[src/rtl/muldiv_pkg.sv]
// Shared encodings for the multiply/divide sequencer: op codes, FSM states, divide-by-zero quotient.
// Optional build macro MULDIV_FLUSH_EN is consumed by muldiv_unit, not here.
package muldiv_pkg;

    typedef enum logic [1:0] {
        MD_MULTU = 2'b00,
        MD_MULT  = 2'b01,
        MD_DIVU  = 2'b10,
        MD_DIV   = 2'b11
    } md_op_e;

    typedef enum logic [2:0] {
        S_IDLE = 3'd0,
        S_PREP = 3'd1,
        S_ITER = 3'd2,
        S_FIX  = 3'd3,
        S_DONE = 3'd4
    } md_state_e;

    // Wide enough for any supported WIDTH; users slice the low WIDTH bits.
    localparam logic [63:0] DIV0_QUOT = {64{1'b1}};

    function automatic logic is_signed_op(input md_op_e o);
        return (o == MD_MULT) || (o == MD_DIV);
    endfunction

    function automatic logic is_div_op(input md_op_e o);
        return (o == MD_DIVU) || (o == MD_DIV);
    endfunction

endpackage

[src/rtl/muldiv_step.sv]
// One combinational shift-add (multiply) or restoring shift-subtract (divide) iteration.
// The shared WIDTH+1-bit adder's carry-out selects keep (no borrow) vs. restore on divide.
module muldiv_step
    import muldiv_pkg::*;
#(
    parameter int WIDTH = 32
) (
    input  md_op_e             mode,
    input  logic [2*WIDTH-1:0] acc,
    input  logic [WIDTH-1:0]   operand,
    input  logic               cur_bit,
    output logic [2*WIDTH-1:0] acc_next
);

    logic [WIDTH:0]   add_a;
    logic [WIDTH:0]   add_b;
    logic             add_cin;
    logic [WIDTH+1:0] add_res;

    // Divide subtracts the divisor from the shifted partial remainder; multiply conditionally adds.
    always_comb begin
        if (is_div_op(mode)) begin
            add_a   = acc[2*WIDTH-1:WIDTH-1];
            add_b   = ~{1'b0, operand};
            add_cin = 1'b1;
        end else begin
            add_a   = {1'b0, acc[2*WIDTH-1:WIDTH]};
            add_b   = cur_bit ? {1'b0, operand} : {(WIDTH+1){1'b0}};
            add_cin = 1'b0;
        end
        add_res = {1'b0, add_a} + {1'b0, add_b} + {{(WIDTH+1){1'b0}}, add_cin};
        if (is_div_op(mode)) begin
            if (add_res[WIDTH+1]) begin
                acc_next = {add_res[WIDTH-1:0], acc[WIDTH-2:0], 1'b1};
            end else begin
                acc_next = {acc[2*WIDTH-2:0], 1'b0};
            end
        end else begin
            acc_next = {add_res[WIDTH:0], acc[WIDTH-1:1]};
        end
    end

endmodule

[src/rtl/muldiv_unit.sv]
// Iterative MULT/MULTU/DIV/DIVU sequencer owning HI/LO, with MTHI/MTLO writes when not busy.
// Defining MULDIV_FLUSH_EN adds a flush input that abandons an in-flight operation.
module muldiv_unit
    import muldiv_pkg::*;
#(
    parameter int WIDTH = 32,
    parameter int ITERS = WIDTH
) (
    input  logic             clk,
    input  logic             rst_n,
`ifdef MULDIV_FLUSH_EN
    input  logic             flush,
`endif
    input  logic             start,
    input  logic [1:0]       op,
    input  logic [WIDTH-1:0] rs_val,
    input  logic [WIDTH-1:0] rt_val,
    input  logic             hi_we,
    input  logic             lo_we,
    input  logic [WIDTH-1:0] wdata,
    output logic             busy,
    output logic             done,
    output logic [WIDTH-1:0] hi,
    output logic [WIDTH-1:0] lo
);

    localparam int CNT_W = $clog2(ITERS + 1);

    md_state_e          state_r;
    md_op_e             op_r;
    logic [WIDTH-1:0]   a_r;
    logic [WIDTH-1:0]   b_r;
    logic [WIDTH-1:0]   opnd_r;
    logic [2*WIDTH-1:0] acc_r;
    logic [2*WIDTH-1:0] acc_next_s;
    logic [CNT_W-1:0]   cnt_r;
    logic               neg_q_r;
    logic               neg_r_r;
    logic               div0_r;
    logic               flush_s;
    logic               wr_ok_s;
    logic               a_neg_s;
    logic               b_neg_s;
    logic [WIDTH-1:0]   a_mag_s;
    logic [WIDTH-1:0]   b_mag_s;
    logic [2*WIDTH-1:0] prod_s;
    logic [WIDTH-1:0]   fix_hi_s;
    logic [WIDTH-1:0]   fix_lo_s;

`ifdef MULDIV_FLUSH_EN
    assign flush_s = flush;
`else
    assign flush_s = 1'b0;
`endif

    // MTHI/MTLO land only in IDLE or DONE; FIX is reserved for the result write.
    assign wr_ok_s = (state_r == S_IDLE) || (state_r == S_DONE);

    // Operand magnitudes and sign flags for the signed ops.
    always_comb begin
        a_neg_s = is_signed_op(op_r) && a_r[WIDTH-1];
        b_neg_s = is_signed_op(op_r) && b_r[WIDTH-1];
        a_mag_s = a_neg_s ? ({WIDTH{1'b0}} - a_r) : a_r;
        b_mag_s = b_neg_s ? ({WIDTH{1'b0}} - b_r) : b_r;
    end

    // Sign correction of the raw magnitude result; divide by zero forces an all-ones quotient.
    always_comb begin
        prod_s = neg_q_r ? ({(2*WIDTH){1'b0}} - acc_r) : acc_r;
        if (is_div_op(op_r)) begin
            fix_hi_s = neg_r_r ? ({WIDTH{1'b0}} - acc_r[2*WIDTH-1:WIDTH]) : acc_r[2*WIDTH-1:WIDTH];
            if (div0_r) begin
                fix_lo_s = DIV0_QUOT[WIDTH-1:0];
            end else if (neg_q_r) begin
                fix_lo_s = {WIDTH{1'b0}} - acc_r[WIDTH-1:0];
            end else begin
                fix_lo_s = acc_r[WIDTH-1:0];
            end
        end else begin
            fix_hi_s = prod_s[2*WIDTH-1:WIDTH];
            fix_lo_s = prod_s[WIDTH-1:0];
        end
    end

    muldiv_step #(.WIDTH(WIDTH)) u_step (
        .mode     (op_r),
        .acc      (acc_r),
        .operand  (opnd_r),
        .cur_bit  (acc_r[0]),
        .acc_next (acc_next_s)
    );

    // Sequencer FSM with registered busy/done and the architectural HI/LO registers.
    always_ff @(posedge clk or negedge rst_n) begin
        if (!rst_n) begin
            state_r <= S_IDLE;
            op_r    <= MD_MULTU;
            a_r     <= {WIDTH{1'b0}};
            b_r     <= {WIDTH{1'b0}};
            opnd_r  <= {WIDTH{1'b0}};
            acc_r   <= {(2*WIDTH){1'b0}};
            cnt_r   <= {CNT_W{1'b0}};
            neg_q_r <= 1'b0;
            neg_r_r <= 1'b0;
            div0_r  <= 1'b0;
            busy    <= 1'b0;
            done    <= 1'b0;
            hi      <= {WIDTH{1'b0}};
            lo      <= {WIDTH{1'b0}};
        end else begin
            done <= 1'b0;
            if (wr_ok_s && hi_we) begin
                hi <= wdata;
            end
            if (wr_ok_s && lo_we) begin
                lo <= wdata;
            end
            case (state_r)
                S_IDLE, S_DONE: begin
                    if (start && !flush_s) begin
                        op_r    <= md_op_e'(op);
                        a_r     <= rs_val;
                        b_r     <= rt_val;
                        state_r <= S_PREP;
                        busy    <= 1'b1;
                    end else begin
                        state_r <= S_IDLE;
                        busy    <= 1'b0;
                    end
                end
                S_PREP: begin
                    if (flush_s) begin
                        state_r <= S_IDLE;
                        busy    <= 1'b0;
                    end else begin
                        acc_r   <= {{WIDTH{1'b0}}, a_mag_s};
                        opnd_r  <= b_mag_s;
                        neg_q_r <= a_neg_s ^ b_neg_s;
                        neg_r_r <= a_neg_s;
                        div0_r  <= is_div_op(op_r) && (b_r == {WIDTH{1'b0}});
                        cnt_r   <= {CNT_W{1'b0}};
                        state_r <= S_ITER;
                    end
                end
                S_ITER: begin
                    if (flush_s) begin
                        state_r <= S_IDLE;
                        busy    <= 1'b0;
                    end else begin
                        acc_r <= acc_next_s;
                        cnt_r <= cnt_r + CNT_W'(1);
                        if (cnt_r == CNT_W'(ITERS - 1)) begin
                            state_r <= S_FIX;
                        end
                    end
                end
                S_FIX: begin
                    if (flush_s) begin
                        state_r <= S_IDLE;
                        busy    <= 1'b0;
                    end else begin
                        hi      <= fix_hi_s;
                        lo      <= fix_lo_s;
                        state_r <= S_DONE;
                        busy    <= 1'b0;
                        done    <= 1'b1;
                    end
                end
                default: begin
                    state_r <= S_IDLE;
                    busy    <= 1'b0;
                end
            endcase
        end
    end

endmodule

[config.mk]
export PLATFORM = sky130hd
export DESIGN_NAME = muldiv_unit
export DESIGN_NICKNAME = d
export VERILOG_FILES = /design/src/rtl/muldiv_pkg.sv /design/src/rtl/muldiv_step.sv /design/src/rtl/muldiv_unit.sv
export SDC_FILE = /design/constraint.sdc
export NUM_CORES = 1
export LEC_CHECK = 0
export CAP_MARGIN = 40
export CELL_PAD_IN_SITES_DETAIL_PLACEMENT = 1
export CELL_PAD_IN_SITES_GLOBAL_PLACEMENT = 2
export CORE_MARGIN = 2
export CORE_UTILIZATION = 38
export CTS_BUF_LIST = sky130_fd_sc_hd__clkbuf_4 sky130_fd_sc_hd__clkbuf_8 sky130_fd_sc_hd__clkbuf_16
export DETAILED_ROUTE_END_ITERATION = 16
export PLACE_DENSITY_LB_ADDON = 0.1
export SETUP_SLACK_MARGIN = 0.1
export SKIP_CTS_REPAIR_TIMING = 1
export SLEW_MARGIN = 15
export SYNTH_ARGS = -nofsm -noshare
export SYNTH_HDL_FRONTEND = slang
export SYNTH_SLANG_ARGS = --single-unit
[constraint.sdc]
create_clock -name clk -period 8.3 [get_ports clk]
set_input_delay 2.49 -clock clk [delete_from_list [all_inputs] [get_ports clk]]
set_output_delay 2.49 -clock clk [all_outputs]
set_load 0.02 [all_outputs]
==> metrics.csv, run 1 <==
stage,metric,value,unit
setup_path,worstPathRequired,8750,ps
floorplanning,coreArea,0.04167,sq mm
sta,rsz0062_at_grt,no,
pwr,power.leakage,7.589,nW
pwr,p_per_area,485.7,mW/mm^2
sta,slew_violations,0,
pwr,peakVddDrop,0.0001831,V
grt,grt_pass1_wl,85450,um
grt,grt_pass1_vias,14368,
placement,place_area,0.01801,sq mm
synthesis,yosys.cell_types.count,79,
sta,tightestPinTransition,863.2,ps
sta,fin_ws,3186,ps
synthesis,async_reset_ff_frac,1.000,
floorplanning,die_area,0.04358,sq mm
min_path,holdPathStages,2,
sta,slew_headroom,0.4245,
synthesis,synth_area,0.01593,sq mm
final_layout,fin_nets,2060,
final_layout,regArea,0.006010,sq mm
grt,track_usage,0.2463,
setup_path,crit_type,flop to flop,
grt,grt-ovfl-total,0,
drt,drc,0,
clock_tree,htree_levels,1,
clock_tree,cts.path.max_buffers,3,
min_path,holdCritPathClass,flop to flop,
setup_path,timing.critical_path.to_type,flop,
drt,drt-initial-drc-count,834,
drt,first_pass_iters,7,
clock_tree,cts_root_buf,clkbuf_16,
clock_tree,clkLatencyLatePin,580,ps
synthesis,syn_nets,1980,
floorplanning,row_count,75,
setup_path,slowest_delay,850,ps
sta,finalHoldViolations,0,
final_layout,fin_cells,2477,
setup_path,path_cells,buf_4 > o21ai_0 > inv_1 > fa_1 > inv_1 > fa_1 > a21o_1 > a221oi_2 > o221ai_1 > and4_1 > o211a_1 > or3_1 > a21oi_1 > o31ai_1,
synthesis,synth_top_flop_cell,dfrtp_1,
floorplanning,io_pins,169,
final_layout,area_delta_synth_final,18.96,%
outcome,status,"finished, final reports clean",
grt,grt_start_max_net_pins,142,
setup_path,reg2regPathDepth,14,
synthesis,synth-edff-count,0,
sta,period_share,0.6162,
final_layout,multi_input_area,0.009285,sq mm
setup_path,crit_buf_inv,3,
clock_tree,cts_buffers,29,
floorplanning,fp.dieH,208.8,um
sta,tns,0,ps
synthesis,synth-seq-cells,240,
final_layout,fin_area,0.01896,sq mm
synthesis,syn_area_per_cell,8.669,sq um
setup_path,path_depth,14,
synthesis,yosys_warnings,0,
drt,vias_per_cell,5.726,
placement,place_ws,3301,ps
placement,dp.cells,2426,
synthesis,syn_inst,1838,
final_layout,fill_cells,4849,
final_layout,drive_gt1_frac,0.1011,
placement,routabilityCongestion,0.8681,
final_layout,antennaDiodeCount,0,
setup_path,cp-start-kind,flop,
drt,ant_nets,0,
clock_tree,clock-sinks,240,
setup_path,arrival,5560,ps
setup_path,path_max_fanout,58,
placement,io_buffers,168,
drt,num_vias,14184,
drt,wl_per_cell,21.76,um
placement,place_hpwl,40780,um
sta,finalSetupViolCount,0,
sta,skew,16.51,ps
clock_tree,cts_tree,yes,
sta,period_needed,5114,ps
sta,whs,477.9,ps
floorplanning,initial_utilization,0.3824,
setup_path,path_delay_family,compound AO/OA/AOI/OAI gates,
sta,fmax,195.5,MHz
floorplanning,die_w,208.8,um
drt,finalWirelength,53900,um
synthesis,ys_seq_area_frac,0.3769,
setup_path,slowest_stage,dfrtp_4,
job,max_cap_viol_count,0,
grt,antenna_found_initial,0,
clock_tree,path_clk_slew,60,ps
==> Yosys cell counts (all sizes together) (5+ instances only) <==
cell / count / area, sq um
or3: 26 / 163.9
mux2i: 59 / 590.6
inv: 33 / 123.9
o41ai: 5 / 51.30
nand2b: 12 / 75.07
nor2: 102 / 382.9
xnor2: 81 / 709.4
and2: 13 / 81.33
o21ai: 271 / 1356
dfrtp: 240 / 6006
a21o: 15 / 112.6
mux2: 87 / 979.7
buf: 29 / 146.4
nor2b: 11 / 68.82
nor3: 30 / 155.1
o21bai: 5 / 37.54
ha: 37 / 462.9
a31oi: 17 / 106.4
nand4: 14 / 102.6
nor4: 25 / 224.0
o22ai: 36 / 225.2
xor2: 54 / 473.0
nand2: 250 / 938.4
a21oi: 86 / 430.4
o211ai: 27 / 207.7
or4: 12 / 101.3
o31ai: 31 / 232.7
a211oi: 16 / 120.1
nand3: 25 / 125.1
clkbuf: 109 / 411.7
o221ai: 23 / 201.4
o21a: 5 / 37.54
==> metal layers <==
layer  up-vias  wire, um  GRT usage
li1       6793         -          -
met1      7071     27330     0.3740
met2       261     23800     0.3779
met3        59      1779    0.02645
met4         0       994    0.05074
met5         -         0          0
==> tightest hold or removal path, cell delays in order, from the launching register on <==
cell and delay (ps):
dfrtp_1 340, nand2_1 50, o21ai_0 60
==> flip-flops by register name, indices dropped and copies added (netlist names) <==
register	cells
a_r	32
acc_r	64
b_r	32
busy	1
cnt_r	6
div0_r	1
done	1
hi	32
lo	32
neg_q_r	1
neg_r_r	1
op_r	2
opnd_r	32
state_r	3
==> power by group <==
| group | internal (mW) | switching, mW |
|---|---|---|
| combinational | 2.18 | 3.19 |
| clock | 0.746 | 0.526 |
| sequential | 1.75 | 0.819 |
==> area by class of cell <==
class,count,share of cell area
timing repair buffer,187,0.1010
tap,539,0.03558
clock inverter,9,0.004950
sequential,240,0.3170
inverter,33,0.006535
multi-input combinational,1427,0.4898
clock buffer,42,0.04508
==> through the flow <==
step,power (mW),util
final,9.206,0.4550
after global routing,9.938,0.4550
after CTS,9.254,0.4550
after detailed placement,7.935,0.4322
after global placement,7.734,0.4289
after floorplan,6.039,-
==> kinds of logic after synthesis <==
kind of cell	after synthesis	synth area share
AOI/OAI and AO/OA	568	0.2152
xor gates and xnor gates	135	0.07420
adders and majority gates	39	0.03157
buffers and inverters	171	0.04280
DFF	240	0.3769
muxes	146	0.09855
and+or+nand+nor	539	0.1608
==> worst paths after layout <==
kind / from / to / slack, ps
min in group asynchronous: rst_n / hi[16]$_DFFE_PN0P_ / 1960
setup / recovery: op_r[1]$_DFFE_PN0P_ / acc_r[57]$_DFFE_PN0P_ / 3190
setup reg to reg: op_r[1]$_DFFE_PN0P_ / acc_r[57]$_DFFE_PN0P_ / 3190
hold reg to reg: lo[4]$_DFFE_PN0P_ / lo[4]$_DFFE_PN0P_ / 480
hold / removal: lo[4]$_DFFE_PN0P_ / lo[4]$_DFFE_PN0P_ / 480
max in group asynchronous: rst_n / b_r[19]$_DFFE_PN0P_ / 5030
==> cells in the final DEF (no fill, tap or decap), types with 21 or more instances in the layout <==
cell type,count
o22ai_1,36
o21ai_0,250
clkdlybuf4s50_1,167
inv_1,33
ha_1,37
clkbuf_16,29
o211ai_1,26
nand2_1,249
xnor2_1,81
mux2i_1,59
nor2_1,100
dfrtp_1,239
nand3_1,25
o31ai_1,31
o221ai_1,23
a21oi_1,84
mux2_2,87
nor3_1,29
xor2_1,54
o21ai_1,21
or3_1,25
Power figures use the tool's default switching activity.
==> inputs of run 2 (changes only) <==
CORE_UTILIZATION = 35   (was 38)
clock period = 5.3 ns   (was 8.3 ns; I/O delays follow)
==> run 2 against run 1 <==
Net effect:
- non-clock buffer count rose by 10
- sequential share of layout area is 0.51 points lower
- critical path type unchanged
- worst setup slack worse by 2200 ps
- maximum frequency up 18%
- critical path depth fell by 2
- total power increased by 60%
==> metrics.csv, run 2 (same netlist as run 1, synthesis figures left out) <==
stage,metric,value,unit,change
final_layout,multi_input_area,0.009281,sq mm,about the same
setup_path,timing.critical_path.to_type,flop,,
pwr,power.leakage,7.707,nW,+1.6%
drt,vias_per_cell,5.536,,-3.3%
final_layout,area_delta_synth_final,20.90,%,
grt,grt_pass1_wl,86420,um,+1.1%
clock_tree,clock-sinks,240,,unchanged
setup_path,regToRegStartpoint,op_r[1]$_DFFE_PN0P_,,
sta,slew_violations,0,,unchanged
sta,tns,0,ps,unchanged
setup_path,crit_buf_inv,2,,-1
floorplanning,row_count,78,,+4.0%
final_layout,final_common_cell,o21ai_0,,
drt,drt-initial-drc-count,767,,-8.0%
setup_path,r2r_setup_slack,950,ps,-2230 ps
clock_tree,path_clk_slew,60,ps,about the same
clock_tree,htree_levels,1,,unchanged
placement,place_area,0.01819,sq mm,+1.0%
final_layout,fill_cells,5179,,+6.8%
drt,wl_per_cell,21.49,um,-1.3%
pwr,power.total,14.74,mW,+60%
min_path,hold_end,lo[20]$_DFFE_PN0P_,,
grt,antenna_found_initial,0,,unchanged
setup_path,slowest_stage,dfrtp_4,,
grt,grt-ovfl-total,0,,unchanged
setup_path,reg2regPathDepth,12,,-2
sta,skew,25.77,ps,+9.265 ps
placement,place_hpwl,42060,um,+3.1%
drt,ant_nets,0,,unchanged
min_path,holdPathStages,2,,unchanged
drt,first_pass_iters,4,,-3
drt,finalWirelength,54770,um,+1.6%
setup_path,slowest_delay,530,ps,-320 ps
clock_tree,cts_tree,yes,,
sta,rsz0062_at_grt,no,,
sta,fmax,230.0,MHz,+18%
setup_path,crit_top_cell,buf_4,,
sta,finalHoldViolations,0,,unchanged
sta,tightestPinTransition,852.2,ps,-11.01 ps
clock_tree,cts_buffers,29,,unchanged
final_layout,top_register,acc_r,,
final_layout,drive_gt1_frac,0.1057,,+0.004560
min_path,holdCritPathClass,flop to flop,,
setup_path,path_max_fanout,39,,-33%
final_layout,fin_nets,2070,,+0.49%
job,max_cap_viol_count,0,,unchanged
floorplanning,initial_utilization,0.3526,,-0.02980
setup_path,crit_type,flop to flop,,
clock_tree,cts_root_buf,clkbuf_16,,
placement,io_buffers,168,,unchanged
floorplanning,coreArea,0.04519,sq mm,+8.5%
grt,grt_start_max_net_pins,103,,-27%
final_layout,fin_area,0.01926,sq mm,+1.6%
pwr,p_per_area,765.3,mW/mm^2,+58%
grt,grt_pass1_vias,14424,,+0.39%
final_layout,regArea,0.006010,sq mm,unchanged
drt,num_vias,14111,,-0.51%
setup_path,path_delay_family,compound AO/OA/AOI/OAI gates,,
floorplanning,fp.dieH,217.4,um,+4.1%
pwr,peakVddDrop,0.0002796,V,+53%
setup_path,arrival,4800,ps,-760 ps
drt,drc,0,,unchanged
setup_path,cp-start-kind,flop,,
outcome,status,"finished, final reports clean",,
final_layout,fin_util,0.4263,,-0.02864
sta,period_share,0.8205,,+0.2043
sta,period_needed,4348,ps,-765.8 ps
sta,finalSetupViolCount,0,,unchanged
sta,slew_headroom,0.4319,,+0.007338
placement,routabilityCongestion,0.8434,,-2.8%
setup_path,worstReg2RegEnd,acc_r[53]$_DFFE_PN0P_,,
final_layout,antennaDiodeCount,0,,unchanged
final_layout,largest_reg_flops,64,,unchanged
setup_path,worstPathRequired,5750,ps,-3000 ps
floorplanning,die_area,0.04725,sq mm,+8.4%
grt,track_usage,0.2320,,-0.01429
clock_tree,clkLatencyLatePin,580,ps,about the same
clock_tree,cts.path.max_buffers,3,,unchanged
min_path,hp-start,lo[20]$_DFFE_PN0P_,,
setup_path,path_cells,buf_4 > mux2_2 > ha_1 > a21o_1 > or2_2 > o21ai_1 > a21oi_1 > o211ai_2 > nand3_1 > buf_4 > o22a_1 > a32o_1,,
floorplanning,die_w,217.4,um,+4.1%
floorplanning,io_pins,169,,unchanged
final_layout,layout.cells.most_common_list,"o21ai_0 (250), nand2_1 (249), dfrtp_1 (239)",,
-- run 2: where the power goes --
group          internal, mW  switching [mW]
combinational          3.45            5.07
sequential             2.73            1.22
clock                  1.42           0.844
total                  7.61            7.13
-- run 2: final cells by class --
cell class,instances,share of cell area
Clock buffer,37,0.04241
Clock inverter,15,0.01345
Inverter,33,0.006430
Multi-Input combinational cell,1427,0.4818
Sequential cell,240,0.3120
Tap cell,600,0.03897
Timing Repair Buffer,197,0.1050
-- run 2: stage by stage --
stage,setup slack [ps],instances,hold slack [ps]
floorplan,1315,1838,439.1
global placement,1130,2490,464.2
detailed placement,970.0,2497,466.4
CTS,943.6,2549,483.3
global route,670.7,2549,516.3
finish,951.6,2549,476.5
-- run 2: metal layers --
| layer | GRT usage | share of wire | up-vias |
|---|---|---|---|
| met3 | 0.02055 | 0.027 | 41 |
| li1 | - | - | 6803 |
| met4 | 0.03995 | 0.013 | 0 |
| met1 | 0.3465 | 0.51 | 7072 |
| met2 | 0.3685 | 0.45 | 195 |
| met5 | 0 | 0 | - |
-- run 2: tightest hold or removal path, delay by kind of cell, from the launching register on --
family	cells	cell delay (ps)
and+or+nand+nor	1	50
DFF	1	340
AOI/OAI and AO/OA	1	60
-- run 2: worst max path at each step --
| stage | start | endpoint | slack, ps | cells past startpoint |
|---|---|---|---|---|
| 2_1_floorplan | op_r[1]$_DFFE_PN0P_ | acc_r[57]$_DFFE_PN0P_ | 1310 | 16 |
| 3_3_place_gp | op_r[1]$_DFFE_PN0P_ | acc_r[53]$_DFFE_PN0P_ | 1130 | 12 |
| 3_5_place_dp | op_r[1]$_DFFE_PN0P_ | acc_r[53]$_DFFE_PN0P_ | 970 | 12 |
| 4_1_cts | op_r[1]$_DFFE_PN0P_ | acc_r[53]$_DFFE_PN0P_ | 940 | 12 |
| 5_1_grt | op_r[1]$_DFFE_PN0P_ | acc_r[53]$_DFFE_PN0P_ | 670 | 12 |
| 6_report | op_r[1]$_DFFE_PN0P_ | acc_r[53]$_DFFE_PN0P_ | 950 | 12 |
